File: src/rtl/protocol_pkg.sv
// ============================================================================
//  Module      : protocol_pkg
//  Description : Shared definitions for the feedback status frame: transmit
//                FSM state encoding, default start-of-frame marker and the
//                number of payload words per frame.
//                `N_OSCILLATORS is normally supplied by constants.svh; a
//                default is provided here when it has not been defined.
//  Revision    : 1.0 - initial release
// ============================================================================
`default_nettype none

`ifndef N_OSCILLATORS
`define N_OSCILLATORS 8
`endif

package protocol_pkg;

    typedef enum logic [1:0] {
        ST_IDLE     = 2'd0,
        ST_HEADER   = 2'd1,
        ST_PAYLOAD  = 2'd2,
        ST_CHECKSUM = 2'd3
    } state_t;

    localparam logic [7:0] C_SOF_DEFAULT = 8'hA5;
    localparam int         FRAME_WORDS   = 4;

endpackage

`default_nettype wire

File: src/rtl/word_serializer.sv
// ============================================================================
//  Module      : word_serializer
//  Description : Holds one WORD-bit value and presents it as WORD/WIDTH
//                chunks, most significant chunk first. A chunk is consumed
//                on chunk_valid && chunk_ready; chunk_last marks the final
//                chunk of the held word. A load overrides any consumption.
//  Revision    : 1.0 - initial release
// ============================================================================
`default_nettype none

module word_serializer #(
    parameter int WIDTH = 8,
    parameter int WORD  = 32
) (
    input  logic             clk,
    input  logic             rst,
    input  logic             load,
    input  logic [WORD-1:0]  load_data,
    output logic [WIDTH-1:0] chunk,
    output logic             chunk_valid,
    input  logic             chunk_ready,
    output logic             chunk_last
);

    localparam int C_CHUNKS = WORD / WIDTH;
    localparam int C_CW     = (C_CHUNKS > 1) ? $clog2(C_CHUNKS) : 1;

    logic [WORD-1:0] r_shift;
    logic [C_CW-1:0] r_idx;
    logic            r_valid;

    // Shift register advances one chunk per accepted transfer
    always_ff @(posedge clk) begin
        if (rst) begin
            r_shift <= '0;
            r_idx   <= '0;
            r_valid <= 1'b0;
        end else if (load) begin
            r_shift <= load_data;
            r_idx   <= '0;
            r_valid <= 1'b1;
        end else if (r_valid && chunk_ready) begin
            r_shift <= r_shift << WIDTH;
            if (chunk_last) begin
                r_valid <= 1'b0;
            end else begin
                r_idx <= r_idx + C_CW'(1);
            end
        end
    end

    assign chunk       = r_shift[WORD-1 -: WIDTH];
    assign chunk_valid = r_valid;
    assign chunk_last  = (r_idx == C_CW'(C_CHUNKS - 1));

endmodule

`default_nettype wire

File: src/rtl/feedback_transmit_unit.sv
// ============================================================================
//  Module      : feedback_transmit_unit
//  Description : Sends a status frame to an SPI slave transmitter: SOF,
//                volume, reverb, oscillator-active flags and a running frame
//                counter, each payload word split MSB chunk first. Inputs are
//                snapshotted when the frame starts. Optional feature macro
//                FEEDBACK_CHECKSUM_EN appends an XOR checksum of SOF and all
//                payload chunks.
//  Revision    : 1.0 - initial release
// ============================================================================
`default_nettype none

`ifndef N_OSCILLATORS
`define N_OSCILLATORS 8
`endif

module feedback_transmit_unit
    import protocol_pkg::*;
#(
    parameter int               WIDTH = 8,
    parameter int               WORD  = 32,
    parameter logic [WIDTH-1:0] SOF   = WIDTH'(C_SOF_DEFAULT)
) (
    input  logic                      clk,
    input  logic                      rst,
    input  logic                      start,
    input  logic [WORD-1:0]           volume,
    input  logic [WORD-1:0]           reverb,
    input  logic [`N_OSCILLATORS-1:0] osc_active,
    output logic [WIDTH-1:0]          tx_data,
    output logic                      tx_valid,
    input  logic                      tx_ready,
    output logic                      busy,
    output logic                      done
);

    localparam logic [1:0] C_LAST_WORD = 2'(FRAME_WORDS - 1);

    state_t                    r_state;
    logic [WORD-1:0]           r_vol;
    logic [WORD-1:0]           r_rev;
    logic [`N_OSCILLATORS-1:0] r_osc;
    logic [WORD-1:0]           r_fc_snap;
    logic [WORD-1:0]           r_frame_count;
    logic [1:0]                r_word;
    logic                      r_out_final;
    logic [WIDTH-1:0]          r_tx_data;
    logic                      r_tx_valid;
    logic                      r_done;
`ifdef FEEDBACK_CHECKSUM_EN
    logic [WIDTH-1:0]          r_csum;
`endif

    logic                      w_hs;
    logic                      w_emit;
    logic                      w_ser_load;
    logic [WORD-1:0]           w_ser_data;
    logic                      w_ser_ready;
    logic [WIDTH-1:0]          w_ser_chunk;
    logic                      w_ser_valid;
    logic                      w_ser_last;
    logic [WORD-1:0]           w_next_word;

    assign w_hs = r_tx_valid && tx_ready;

    // A payload chunk moves onto tx_data whenever the word currently shown is
    // accepted and it is not the last payload chunk of the frame
    assign w_emit = w_hs && w_ser_valid &&
                    ((r_state == ST_HEADER) ||
                     ((r_state == ST_PAYLOAD) && !r_out_final));

    // Payload word that follows the one currently held by the serializer
    always_comb begin
        w_next_word = r_fc_snap;
        case (r_word)
            2'd0:    w_next_word = r_rev;
            2'd1:    w_next_word = WORD'(r_osc);
            default: w_next_word = r_fc_snap;
        endcase
    end

    // Serializer control: load P0 on header entry, then advance or reload
    always_comb begin
        w_ser_load  = 1'b0;
        w_ser_data  = r_vol;
        w_ser_ready = 1'b0;
        if ((r_state == ST_HEADER) && !r_tx_valid) begin
            w_ser_load = 1'b1;
        end else if (w_emit) begin
            if (w_ser_last) begin
                w_ser_load = (r_word != C_LAST_WORD);
                w_ser_data = w_next_word;
            end else begin
                w_ser_ready = 1'b1;
            end
        end
    end

    word_serializer #(
        .WIDTH (WIDTH),
        .WORD  (WORD)
    ) u_serializer (
        .clk         (clk),
        .rst         (rst),
        .load        (w_ser_load),
        .load_data   (w_ser_data),
        .chunk       (w_ser_chunk),
        .chunk_valid (w_ser_valid),
        .chunk_ready (w_ser_ready),
        .chunk_last  (w_ser_last)
    );

    // Frame sequencer with registered tx outputs and done pulse
    always_ff @(posedge clk) begin
        if (rst) begin
            r_state       <= ST_IDLE;
            r_vol         <= '0;
            r_rev         <= '0;
            r_osc         <= '0;
            r_fc_snap     <= '0;
            r_frame_count <= '0;
            r_word        <= '0;
            r_out_final   <= 1'b0;
            r_tx_data     <= '0;
            r_tx_valid    <= 1'b0;
            r_done        <= 1'b0;
`ifdef FEEDBACK_CHECKSUM_EN
            r_csum        <= '0;
`endif
        end else begin
            r_done <= 1'b0;

            if (w_emit) begin
                r_tx_data   <= w_ser_chunk;
                r_out_final <= w_ser_last && (r_word == C_LAST_WORD);
                if (w_ser_last && (r_word != C_LAST_WORD)) begin
                    r_word <= r_word + 2'd1;
                end
`ifdef FEEDBACK_CHECKSUM_EN
                r_csum <= r_csum ^ w_ser_chunk;
`endif
            end

            case (r_state)
                ST_IDLE: begin
                    if (start) begin
                        r_vol       <= volume;
                        r_rev       <= reverb;
                        r_osc       <= osc_active;
                        r_fc_snap   <= r_frame_count;
                        r_word      <= '0;
                        r_out_final <= 1'b0;
                        r_state     <= ST_HEADER;
                    end
                end
                ST_HEADER: begin
                    if (!r_tx_valid) begin
                        r_tx_valid <= 1'b1;
                        r_tx_data  <= SOF;
`ifdef FEEDBACK_CHECKSUM_EN
                        r_csum     <= SOF;
`endif
                    end else if (w_hs) begin
                        r_state <= ST_PAYLOAD;
                    end
                end
                ST_PAYLOAD: begin
                    if (w_hs && r_out_final) begin
`ifdef FEEDBACK_CHECKSUM_EN
                        r_tx_data <= r_csum;
                        r_state   <= ST_CHECKSUM;
`else
                        r_tx_valid    <= 1'b0;
                        r_tx_data     <= '0;
                        r_done        <= 1'b1;
                        r_frame_count <= r_frame_count + WORD'(1);
                        r_state       <= ST_IDLE;
`endif
                    end
                end
                default: begin
`ifdef FEEDBACK_CHECKSUM_EN
                    if (w_hs) begin
                        r_tx_valid    <= 1'b0;
                        r_tx_data     <= '0;
                        r_done        <= 1'b1;
                        r_frame_count <= r_frame_count + WORD'(1);
                        r_state       <= ST_IDLE;
                    end
`else
                    r_state <= ST_IDLE;
`endif
                end
            endcase
        end
    end

    assign tx_data  = r_tx_data;
    assign tx_valid = r_tx_valid;
    assign busy     = (r_state != ST_IDLE);
    assign done     = r_done;

endmodule

`default_nettype wire

File: config.mk
export PLATFORM = sky130hd
export DESIGN_NAME = feedback_transmit_unit
export DESIGN_NICKNAME = d
export VERILOG_FILES = /design/src/rtl/protocol_pkg.sv /design/src/rtl/word_serializer.sv /design/src/rtl/feedback_transmit_unit.sv
export SDC_FILE = /design/constraint.sdc
export NUM_CORES = 1
export LEC_CHECK = 0
export ABC_AREA = 1
export ABC_CLOCK_PERIOD_IN_PS = 2300
export BUFFER_PORTS_ARGS = -buffer_cell sky130_fd_sc_hd__buf_2
export CAP_MARGIN = 20
export CORE_ASPECT_RATIO = 0.8
export CORE_MARGIN = 2
export CORE_UTILIZATION = 59
export DETAILED_ROUTE_END_ITERATION = 16
export GPL_TIMING_DRIVEN = 0
export PLACE_DENSITY = 0.8
export SYNTH_ARGS = -nofsm -noshare
export SYNTH_HDL_FRONTEND = slang
export SYNTH_SLANG_ARGS = --single-unit
File: constraint.sdc
create_clock -name clk -period 2.3 [get_ports clk]
set_input_delay 0.69 -clock clk [delete_from_list [all_inputs] [get_ports clk]]
set_output_delay 0.69 -clock clk [all_outputs]
set_load 0.03 [all_outputs]
==> metrics.txt <==
Die ar.=between 0.015 and 0.02 sq mm; f_max=455 MHz; WS Path Type=register to register; Hold Worst Slack=457 ps; Setup WS post-layout=roughly 100 ps; HP Class=register to register; Post-synth top flop=dfxtp_1; clk_skew=9.24 ps; Reg2Reg Setup Slack=100 ps; Clock Sinks=186; All-Layer GR Usage=33.1%; Worst R2R Path Depth=7; final hold violations=0; crit-path max FO=10; port bufs=85; average size of a mapped cell=6.88 sq um; pwr/cell area=1090 mW/mm^2; Final min period=2200 ps; Starting Density=60.9%; Yosys cell types=34; Seq/Total Area, Yosys=44.8%; Initial DRC Count=822; # hold bufs at CTS=0; hold path depth=2; Die X=roughly 140 um; CP cell instances=inv_1 -> ha_1 -> nand2_1 -> clkbuf_2 -> clkbuf_1 -> o21ai_0 -> nor2_1; layout cells sized above 1=about an eighth; worst r2r dst=r_fc_snap[13]; H-Tree Depth=4; crit path launch type=register; initial antenna violation count=0; leakage=4.05 nW; first-pass GRT wire length=37.4 mm; hold path endpoint=r_vol[1]; DRC=0; # IOs=87; Area Overhead vs Synth=16.1%; Ys Warns=0; worst-margin pin slew=816 ps; dpl hpwl=between 15 and 20 mm; crit-path leading delay family=buffers and inverters; fraction of registers with async set/reset=0%; worst r2r src=r_state[0]; Slew headroom=45.6%; synthesized net count=1,294; Post-DRT Antenna Nets=0; required time worst endpoint=roughly 2700 ps; Diodes inserted=0; Total Routed Length=~24 mm; WP data arrival=2560 ps; site row count=38; Buf/Inv on CP=3; start point of the worst min-delay path=r_vol[1]; largest net degree at the start of global routing=17; Post-synth EDFFs=0; Setup Viol. Count Final=0; synthesis-stage register bit count=186; max cap viols=0; status=complete, no violations; CP peak stage delay=520 ps; vias in the first global route=7,375; CP max-delay cell=clkbuf_1; wire per inst=approximately 16 um; final slew viol count=0; drt pass-1 iters=6; TritonCTS Buffers=17; Syn Inst Count=1,208; Tcrit/Tclk final=95.5%; Peak VDD IR=0.714 mV; Post-Syn Area=0.00831 sq mm; Remaining Overflow, GRT=0; number of vias per cell=~5.5; root buffer cell=clkbuf_16; RSZ-0062 raised after global routing=no; via count=8,301; # nets final=1,401; RePlAce Congestion=around 0.90; endpoint class of the critical path=register; Die H=110 um; CTS clk-pin slew, worst paths=70 ps; Post-Place Worst Slack=-180 ps; clock latency on the worst-skew pair=440 ps; clk buf depth=2; Core Area=0.0136 sq mm; CTS tree=yes
==> cell families (layout without fill, tap and decap cells) <==
| family | count (synthesis) | count (layout) | share of synthesized area [%] |
|---|---|---|---|
| AND/OR/NAND/NOR | 605 | 605 | 29.5 |
| AO/OA/AOI/OAI | 252 | 252 | 16.2 |
| flip-flops | 186 | 186 | 44.8 |
| buffers and inverters | 154 | 274 | 7.83 |
| adder cells (fa/ha/maj) | 10 | 10 | 1.51 |
| XOR/XNOR | 1 | 1 | 0.105 |
==> registers in the layout, indices dropped and copies added, names as in the netlist <==
register	count
u_serializer.r_shift	32
r_rev	32
r_fc_snap	32
tx_data	8
r_out_final	1
u_serializer.chunk_valid	1
u_serializer.r_idx	2
tx_valid	1
r_state	2
r_osc	8
r_word	2
r_frame_count	32
done	1
r_vol	32
==> power by group <==
| part | switching, mW | internal, mW |
|---|---|---|
| Clock | 1.26 | 2.02 |
| Combinational | 2.00 | 0.971 |
| Sequential | 0.331 | 3.90 |
| Total | 3.60 | 6.89 |
==> placed cells by master (no fill, tap or decap), types with 4 or more instances in the layout <==
cell type / count
nor2_2: 4
a21oi_1: 93
nor3_1: 4
clkbuf_1: 42
dfxtp_1: 186
inv_2: 5
buf_6: 6
a211oi_1: 5
bufinv_16: 5
a22oi_1: 24
buf_2: 95
clkbuf_16: 17
nand4_1: 5
nand3_1: 30
o21ai_0: 125
buf_4: 7
ha_1: 10
nor2_1: 291
nand2_1: 253
nor2_4: 6
inv_1: 83
==> layout make-up <==
class | instances | area (sq um)
Multi-Input combinational cell | 868 | 3940
Fill cell | 1197 | 4000
Tap cell | 180 | 225
Buffer | 65 | 320
Clock buffer | 22 | 474
Sequential cell | 186 | 3720
Inverter | 89 | 334
Clock inverter | 10 | 186
Timing Repair Buffer | 88 | 448
==> worst register-to-register path, stage by stage (launching register included) <==
cell and delay (ps):
dfxtp_1 360, inv_1 110, ha_1 230, nand2_1 220, clkbuf_2 370, clkbuf_1 530
o21ai_0 190, nor2_1 130
==> per-stage QoR <==
step	TNS (ps)	utilization, %	instances	cell area [sq um]	power, mW
detailed placement	-3040	65.7	1473	8960	7.14
global route	0	70.7	1508	9650	11.1
floorplan	0	-	1208	8310	6.29
CTS	0	70.5	1505	9620	10.4
finish	0	70.7	1508	9650	10.5
global placement	-2980	65.7	1473	8960	7.07
==> worst max path at each step <==
| stage | start | to | slack, ps | cells after the start |
|---|---|---|---|---|
| 2_1_floorplan | rst | r_vol[12] | 610 | 6 |
| 6_report | r_state[0] | r_fc_snap[13] | 100 | 7 |
| 5_1_grt | r_state[1] | r_vol[21] | 30 | 8 |
| 4_1_cts | r_state[0] | r_frame_count[29] | 60 | 9 |
| 3_3_place_gp | rst | r_vol[28] | -160 | 6 |
| 3_5_place_dp | rst | r_vol[24] | -180 | 6 |
==> layer usage <==
layer	up-vias	wire length, um	global-route usage [%]
met2	451	9820	49.0
met1	3732	10500	46.8
met5	-	0	0
li1	4070	-	-
met4	0	755	12.9
met3	48	2730	7.64
==> what timing repair did <==
action	in CTS	in global routing
pin swaps	0	1
setup buffers	0	3
endpoints found under the setup margin	2	6
resized for setup	1	4
==> cell usage after synthesis (all sizes together) (2+ instances only) <==
cell / n / area [sq um]
nor2: 302 / 1200
nor3: 5 / 30.0
o211ai: 2 / 15.0
clkbuf: 43 / 161
a22oi: 24 / 180
nand4: 6 / 43.8
a21oi: 93 / 465
nor3b: 2 / 20.0
nand3: 31 / 160
dfxtp: 186 / 3720
o21a: 2 / 15.0
ha: 10 / 125
o21ai: 126 / 634
a211oi: 5 / 37.5
inv: 88 / 330
nand2: 258 / 991
buf: 22 / 155
Note: power is estimated with default switching activity, not from simulation.
